### src/rtl/tl_cntr_param_if.sv
// Signal bundle for the round-robin traffic-light controller: sensors in, lights and status out.
// The controller takes the slave view; the environment driving the sensors takes the master view.
interface tl_cntr_param_if #(
  parameter int NUM_DIR = 4
);
  logic [NUM_DIR-1:0]   T;
  logic [2*NUM_DIR-1:0] L;
  logic [2:0]           cur_dir;
  logic [1:0]           phase;

  modport master (output T, input L, cur_dir, phase);
  modport slave  (input T, output L, cur_dir, phase);
endinterface

### src/rtl/tl_cntr_param.sv
// Parameterised round-robin traffic-light controller for NUM_DIR approaches.
// Each green is followed by yellow and all-red phases, and all lights are decoded from registered state.
module tl_cntr_param #(
  parameter int NUM_DIR    = 4,
  parameter int GREEN_MIN  = 3,
  parameter int GREEN_MAX  = 6,
  parameter int YELLOW_CYC = 2,
  parameter int ALLRED_CYC = 1,
  parameter int CNT_W      = 8
) (
  input  logic          clk,
  input  logic          reset,
  tl_cntr_param_if.slave bus
);
  localparam logic [1:0] PH_GREEN  = 2'b00;
  localparam logic [1:0] PH_YELLOW = 2'b01;
  localparam logic [1:0] PH_ALLRED = 2'b10;

  localparam logic [1:0] LT_GREEN  = 2'b00;
  localparam logic [1:0] LT_YELLOW = 2'b01;
  localparam logic [1:0] LT_RED    = 2'b10;

  logic [1:0]       phase_q, phase_d;
  logic [2:0]       cur_dir_q, cur_dir_d;
  logic [2:0]       nxt_dir_q, nxt_dir_d;
  logic [CNT_W-1:0] cnt_q, cnt_d;

  logic [NUM_DIR-1:0] cur_oh;
  logic               demand;
  logic               own_req;
  logic [CNT_W:0]     dwell;
  logic [2:0]         rr_dir;
  logic               rr_hit;

  genvar gi;
  generate
    for (gi = 0; gi < NUM_DIR; gi++) begin : g_oh
      assign cur_oh[gi] = (cur_dir_q == 3'(gi));
    end
  endgenerate

  assign demand  = |(bus.T & ~cur_oh);
  assign own_req = |(bus.T & cur_oh);
  // One extra bit so the dwell of a saturated counter does not wrap to zero.
  assign dwell   = {1'b0, cnt_q} + (CNT_W+1)'(1);

  // First requesting direction after cur_dir, wrapping past the last index.
  always_comb begin
    rr_dir = cur_dir_q;
    rr_hit = 1'b0;
    for (int k = 1; k < NUM_DIR; k++) begin
      if (!rr_hit && bus.T[(int'(cur_dir_q) + k) % NUM_DIR]) begin
        rr_hit = 1'b1;
        rr_dir = 3'((int'(cur_dir_q) + k) % NUM_DIR);
      end
    end
  end

  always_ff @(posedge clk) begin
    if (reset) begin
      phase_q   <= PH_GREEN;
      cur_dir_q <= 3'd0;
      nxt_dir_q <= 3'd0;
      cnt_q     <= '0;
    end else begin
      phase_q   <= phase_d;
      cur_dir_q <= cur_dir_d;
      nxt_dir_q <= nxt_dir_d;
      cnt_q     <= cnt_d;
    end
  end

  always_comb begin
    phase_d   = phase_q;
    cur_dir_d = cur_dir_q;
    nxt_dir_d = nxt_dir_q;
    cnt_d     = (&cnt_q) ? cnt_q : cnt_q + CNT_W'(1);
    case (phase_q)
      PH_GREEN: begin
        if (demand && dwell >= (CNT_W+1)'(GREEN_MIN) &&
            (!own_req || dwell >= (CNT_W+1)'(GREEN_MAX))) begin
          phase_d   = PH_YELLOW;
          nxt_dir_d = rr_dir;
        end
      end
      PH_YELLOW: begin
        if (dwell == (CNT_W+1)'(YELLOW_CYC)) begin
          phase_d = PH_ALLRED;
        end
      end
      PH_ALLRED: begin
        if (dwell == (CNT_W+1)'(ALLRED_CYC)) begin
          phase_d   = PH_GREEN;
          cur_dir_d = nxt_dir_q;
        end
      end
      default: begin
        phase_d = PH_ALLRED;
      end
    endcase
    if (phase_d != phase_q) begin
      cnt_d = '0;
    end
  end

  // Unknown phase encodings decode to all-red so no approach is ever released by a corrupt state.
  generate
    for (gi = 0; gi < NUM_DIR; gi++) begin : g_lamp
      always_comb begin
        bus.L[2*gi +: 2] = LT_RED;
        if (cur_oh[gi]) begin
          if (phase_q == PH_GREEN) begin
            bus.L[2*gi +: 2] = LT_GREEN;
          end else if (phase_q == PH_YELLOW) begin
            bus.L[2*gi +: 2] = LT_YELLOW;
          end
        end
      end
    end
  endgenerate

  assign bus.cur_dir = cur_dir_q;
  assign bus.phase   = phase_q;
endmodule

### src/flat_wrapper.sv
// flat-port wrapper written by rule: the top's interface ports become plain ports
module tl_cntr_param_flat 
#(
  parameter int NUM_DIR    = 4,
  parameter int GREEN_MIN  = 3,
  parameter int GREEN_MAX  = 6,
  parameter int YELLOW_CYC = 2,
  parameter int ALLRED_CYC = 1,
  parameter int CNT_W      = 8
)
  (clk, reset, bus_T, bus_L, bus_cur_dir, bus_phase);
  tl_cntr_param_if #(.NUM_DIR(NUM_DIR)) bus_i ();
  input  logic clk;
  input  logic reset;
  input wire logic [$bits(bus_i.T)-1:0] bus_T;
  output wire logic [$bits(bus_i.L)-1:0] bus_L;
  output wire logic [$bits(bus_i.cur_dir)-1:0] bus_cur_dir;
  output wire logic [$bits(bus_i.phase)-1:0] bus_phase;
  assign bus_i.T = bus_T;
  assign bus_L = bus_i.L;
  assign bus_cur_dir = bus_i.cur_dir;
  assign bus_phase = bus_i.phase;
  tl_cntr_param #(.NUM_DIR(NUM_DIR), .GREEN_MIN(GREEN_MIN), .GREEN_MAX(GREEN_MAX), .YELLOW_CYC(YELLOW_CYC), .ALLRED_CYC(ALLRED_CYC), .CNT_W(CNT_W)) u_core (.clk(clk), .reset(reset), .bus(bus_i));
endmodule
### config.mk
export PLATFORM = sky130hd
export DESIGN_NAME = tl_cntr_param_flat
export DESIGN_NICKNAME = d
export VERILOG_FILES = /design/src/rtl/tl_cntr_param_if.sv /design/src/rtl/tl_cntr_param.sv /design/src/flat_wrapper.sv
export SDC_FILE = /design/constraint.sdc
export NUM_CORES = 1
export LEC_CHECK = 0
export ABC_AREA = 1
export CAP_MARGIN = 10
export CORE_MARGIN = 2
export CORE_UTILIZATION = 43
export DETAILED_ROUTE_END_ITERATION = 10
export PLACE_DENSITY = 0.66
export SYNTH_ARGS = -nofsm -noshare
export SYNTH_HDL_FRONTEND = slang
export SYNTH_SLANG_ARGS = --single-unit
### constraint.sdc
create_clock -name clk -period 2.2 [get_ports clk]
set_input_delay 0.22 -clock clk [delete_from_list [all_inputs] [get_ports clk]]
set_output_delay 0.22 -clock clk [all_outputs]
set_load 0.02 [all_outputs]
* Word level (Yosys, flattened, before mapping) *
Index checks and enable logic that the tools add are counted.

cells by class
  $add $sub $neg = 5
  magnitude comparators = 5
  equal/unequal tests = 8
  muxes and demuxes = 24
  bitwise logic cells = 6
  reduce and logical (&&, ||, !) cells = 19

operators with widths
  kind                                                        count
  two-way mux 2 bit                                           9
  less-than comparator 3 x 4 -> 1 bit, second input constant  3
  adder 8 x 1 -> 9 bit, second input constant                 1
  equality test 9 x 1 -> 1 bit, second input constant         1
  equality test 9 x 2 -> 1 bit, second input constant         1
  >= comparator 9 x 2 -> 1 bit, second input constant         1
  >= comparator 9 x 3 -> 1 bit, second input constant         1
  two-way mux 3 bit                                           3
  adder 8 x 1 -> 8 bit, second input constant                 1
  bitwise AND 4 bit                                           2
  two-way mux 1 bit                                           8
  AND reduction 8 bit                                         1
  OR reduction 2 bit                                          4
  OR reduction 4 bit                                          2
  binary-select mux 1 bit (select 2 bit)                      3
  equality test 3 x 2 -> 1 bit, second input constant         2
  case mux 2 bit (3 select lines)                             1
  adder 2 bit, second input constant                          2
  logical AND 1 bit                                           4
  inverter 4 bit                                              1
  AND reduction 2 bit                                         2
  bitwise AND 1 bit, first input constant                     3
  equality test 3 x 1 -> 1 bit, second input constant         1
  logical NOT 1 bit                                           3
  other kinds (7)                                             7

storage, ports and cells
  register bits = 16
  input bits = 6
  output and inout port bits = 13
  word-level logic and storage cells = 71

* Depth between registers and ports, before layout *
  word-level depth = 13
  gate-level depth with buffers = 14
  depth with buffers taken out = 14

* Worst setup path after synthesis *
Ideal clock, no wire load.

  path type = flip-flop to flip-flop
  start = register u_core.cur_dir_q[0] (netlist: u_core.bus.cur_dir[0])
  end = register u_core.nxt_dir_q[2]
  library setup time = 0.116 ns
  arrival = 1.804 ns
  required time = 2.084 ns
  setup slack = 0.281 ns
  stages on the path, launching flop included = 12
  buffers on the path = 1
  period minus slack after synthesis = 1.919 ns
  cells stage by stage = dfxtp_1 > buf_2 > inv_1 > ha_1 > inv_1 > o21ai_0 > o21ai_0 > nor2_1 > nor3_1 > nand2_4 > o21ai_0 > nor2_1

on the way
  cells in the longest elaborated chain, start to end = 11
  elaborated cells between the ends (all ways) = 41
  classes of those cells = add/sub (3); eq/ne (3); mux (14); bitwise (6); reduce/logical (15)

RTL lines
  element                                               line                                      text
  start: declaration                                    tl_cntr_param.sv:24                       logic [2:0] cur_dir_q, cur_dir_d;
  start signal: assignment                              tl_cntr_param.sv:67                       cur_dir_q <= cur_dir_d;
  adder 2 x 1 -> 2 bit                                  tl_cntr_param.sv:52, tl_cntr_param.sv:54
  binary-select mux 1 bit (select 2 bit)                tl_cntr_param.sv:52                       if (!rr_hit && bus.T[(int'(cur_dir_q) + k) % NUM_DIR]) begin
  two-way mux 1 bit (implied by the code) (2 in a row)  tl_cntr_param.sv:52
  two-way mux 1 bit                                     tl_cntr_param.sv:52
  logical NOT 1 bit                                     tl_cntr_param.sv:52
  logical AND 1 bit                                     tl_cntr_param.sv:52
  two-way mux 1 bit                                     tl_cntr_param.sv:52
  logical NOT 1 bit                                     tl_cntr_param.sv:52
  logical AND 1 bit                                     tl_cntr_param.sv:52
  two-way mux 3 bit                                     tl_cntr_param.sv:52
  end signal: assignment                                tl_cntr_param.sv:68                       nxt_dir_q <= nxt_dir_d;
  end: declaration                                      tl_cntr_param.sv:25                       logic [2:0] nxt_dir_q, nxt_dir_d;

Parallel ways exist; a longest one is shown, timed or not. The select of a mux whose other input is x is not followed.
A chain may end at the register's enable or synchronous reset.

* Worst setup path after layout *
  start = register u_core.cur_dir_q[1] (netlist: u_core.bus.cur_dir[1])
  end = output bus_L[6]

on the way
  cells in the longest elaborated chain, start to end = 2

RTL lines
  element                       line                  text
  equality test 3 x 2 -> 1 bit  tl_cntr_param.sv:38   assign cur_oh[gi] = (cur_dir_q == 3'(gi));
  two-way mux 2 bit             tl_cntr_param.sv:111  if (cur_oh[gi]) begin
  end: declaration              flat_wrapper.sv:16    output wire logic [$bits(bus_i.L)-1:0] bus_L;

No other way between the ends.

==> run_results.csv <==
group,metric,value,unit
layout,drive_gt1_frac,0.0950,
synthesis,async_flop_share,0,
synthesis,synth.cell_area,1220,um2
run_status,outcome,"finished clean",
die,ioPinCount,19,
placed_design,io_buffers,18,
power,switching_share,0.437,
worst_setup_path,r2r_cells,10,
detailed_routing,via_count,1245,
grt,overflow,0,
layout,antenna_cells,0,
grt,grt_usage,0.187,
synthesis,synth_cell_type_count,25,
power,intPower,731,uW
clock_network,path_clk_slew,0.09,ns
die,core-area,2730,um2
power,power.switching,568,uW
synthesis,postSynthAreaPerCell,6.14,um2
die,die_width,57.3,um
power,clockPowerShare,0.153,
detailed_routing,drcViolationCount,0,
die,dieHeight,57.3,um
worst_setup_path,crit_chain,"ha_1 > inv_1 > nor2_1 > nand2_1 > nor2_1 > clkdlybuf4s50_1",
sta,relSlewSlack,0.785,
worst_setup_path,critPathMostFrequentCell,"nor2_1",
synthesis,synth_common_cells,"nand2_1, nor2_1, inv_1",
detailed_routing,ant_nets,0,
clock_network,htree_levels,1,
synthesis,ys_seq_area_frac,0.262,
worst_setup_path,crit_cells,6,
worst_setup_path,crit_required,1.98,ns
sta,setup_tns,0,ns
layout,layout.cells.non_filler,252,
die,start_util,0.447,
clock_network,cts_tree,"yes",
layout,nets,236,
worst_setup_path,critPathMaxFanout,7,
power,peakVddDrop,0.529,mV
power,pwr-share-seq,0.329,
worst_setup_path,cp_slowest_cell,"clkdlybuf4s50_1",
power,leakage,0.000758,uW
sta,clock.fmax,494,MHz
worst_setup_path,critPathLaunch,"u_core.bus.cur_dir[1]",
synthesis,yosysMostFrequentCell,"nand2_1",
detailed_routing,wl,2.80,mm
synthesis,ys_ff_latch,16,
synthesis,yosys_warnings,0,
sta,final_hold_viol_count,0,
power,total_power,1300,uW
synthesis,synth_top_area_frac,0.262,
clock_network,clock-sinks,16,
sta,hold_slack,0.495,ns
die,die_area,3280,um2
grt,antenna_found_initial,0,
worst_setup_path,cp.arrival,1.80,ns
synthesis,yosys-top-cells-area,"dfxtp_1, nand2_1, nor2_1",
worst_setup_path,crit_type,"flip-flop to primary output",
placed_design,place_hpwl,2.26,mm
power,comb_power_share,0.518,
detailed_routing,drtIter0Drc,36,
run,drv_cap,0,
clock_network,root_buffer,"clkbuf_4",
synthesis,synth_nets,213,
layout,syn2layout_area_growth,21.9,%
synthesis,synth_ff_type,"dfxtp_1",
detailed_routing,drt-pass1-iter-count,5,
worst_setup_path,r2r-start,"u_core.cnt_q[0]",
worst_setup_path,cp_num_buf_inv,2,
hold_path,hp-class,"flip-flop to flip-flop",
worst_setup_path,critPathMaxStageDelay,0.60,ns
grt,grt_pass1_wl,4.92,mm
sta,clock_skew,0.0118,ns
worst_setup_path,setup.worst_path.end_class,"primary output",
placed_design,place_inst,248,
worst_setup_path,path_delay_family,"buffers and inverters",
grt,grt_max_degree,11,
placed_design,place_congestion,0.864,
sta,period_share,0.920,
worst_setup_path,crit_end,"bus_L[6]",
worst_setup_path,reg2reg_to,"u_core.cnt_q[7]",
synthesis,synth_edf_count,0,
clock_network,postCtsSetupRepairBufs,0,
worst_setup_path,worst_setup_path_start_kind,"flip-flop",
detailed_routing,wl_per_cell,11.1,um
sta,setup_viol,0,
grt,grt_pass1_vias,1151,
clock_network,cts_buffers,3,
hold_path,hold_start,"u_core.nxt_dir_q[1]",
synthesis,yosys.area.top_type,"dfxtp_1",
sta,tightest_slew,0.320,ns
detailed_routing,post_drt_via_cell_ratio,4.94,
synthesis,synthCells,199,
sta,rsz0062_at_grt,"no",
clock_network,clk_latency,0.29,ns
sta,drv_slew,0,
die,row_count,19,
sta,finalWorstPathRequiredPeriod,2.02,ns
power,p_per_area,873,nW/um2
clock_network,cts_buffer_depth,2,
layout,finish.utilization,0.545,
worst_setup_path,regToRegSetupSlack,0.25,ns
==> power by group through the flow <==
| stage | clock network (uW) | logic (uW) | registers, uW |
|---|---|---|---|
| finish | 199 | 673 | 427 |
| global route | 219 | 763 | 440 |
| CTS | 204 | 679 | 426 |
| detailed placement | 0 | 674 | 433 |
| global placement | 0 | 662 | 427 |
| floorplan | 0 | 494 | 430 |
==> worst reg2reg max path: stages, from the launching register on <==
cell	delay (ns)
dfxtp_1	0.45
inv_2	0.10
ha_1	0.33
or2_2	0.30
nor2_1	0.10
nor2_1	0.04
nor2_1	0.09
nand2_1	0.08
nand2_4	0.11
nand4_4	0.16
nor2_1	0.12
==> sequential cells by signal (all words and copies together), names as in the netlist <==
name,cells
u_core.cnt_q,8
u_core.nxt_dir_q,3
u_core.bus.cur_dir,3
u_core.bus.phase,2
==> cell usage in the layout, fill, tap and decap left out, types with 3 or more instances in the layout <==
cell,netlist,layout
a21oi_1,8,8
clkbuf_4,0,3
clkdlybuf4s50_1,0,15
dfxtp_1,16,14
dlymetal6s2s_1,0,3
ha_1,8,8
inv_1,32,32
nand2_1,44,44
nand3_1,13,13
nor2_1,38,38
o21ai_0,17,17
==> routing by layer <==
layer	GRT usage	wire length [um]	share of wire
met5	0	0	0
met4	0.0432	17	0.0061
met3	0.0431	81	0.029
met2	0.337	1450	0.52
met1	0.227	1240	0.44
==> logic make-up after synthesis <==
group,count (synthesis),synth area share
adders and majority gates,8,0.0820
xor gates and xnor gates,1,0.00717
DFF,16,0.262
and+or+nand+nor,111,0.419
buffers and inverters,35,0.109
AOI/OAI and AO/OA,28,0.121
==> final cells by class <==
cell class	instances	area, um2
well taps	31	38.8
flip-flops and latches	16	323
repair buffers	19	195
multi-input cells	148	768
clock buffers	4	36.3
inverters	34	128
fillers	280	1240
==> repair_timing <==
action,in CTS,in global routing
setup endpoints to repair,0,7
hold buffers,0,0
gates resized for setup,0,5
==> worst min-delay path by stage <==
stage | to | depth (start not counted)
after floorplan | u_core.bus.phase[0] | 1
after global placement | u_core.nxt_dir_q[2] | 2
after detailed placement | u_core.nxt_dir_q[1] | 2
after CTS | u_core.nxt_dir_q[1] | 2
after global routing | u_core.nxt_dir_q[1] | 2
final | u_core.nxt_dir_q[1] | 2
==> stage by stage <==
step	setup WS [ns]	instance area, um2
finish	0.176	1490
global route	0.00154	1490
CTS	0.0532	1480
detailed placement	0.271	1440
global placement	0.341	1440
floorplan	0.281	1220
Power figures use the tool's default switching activity.
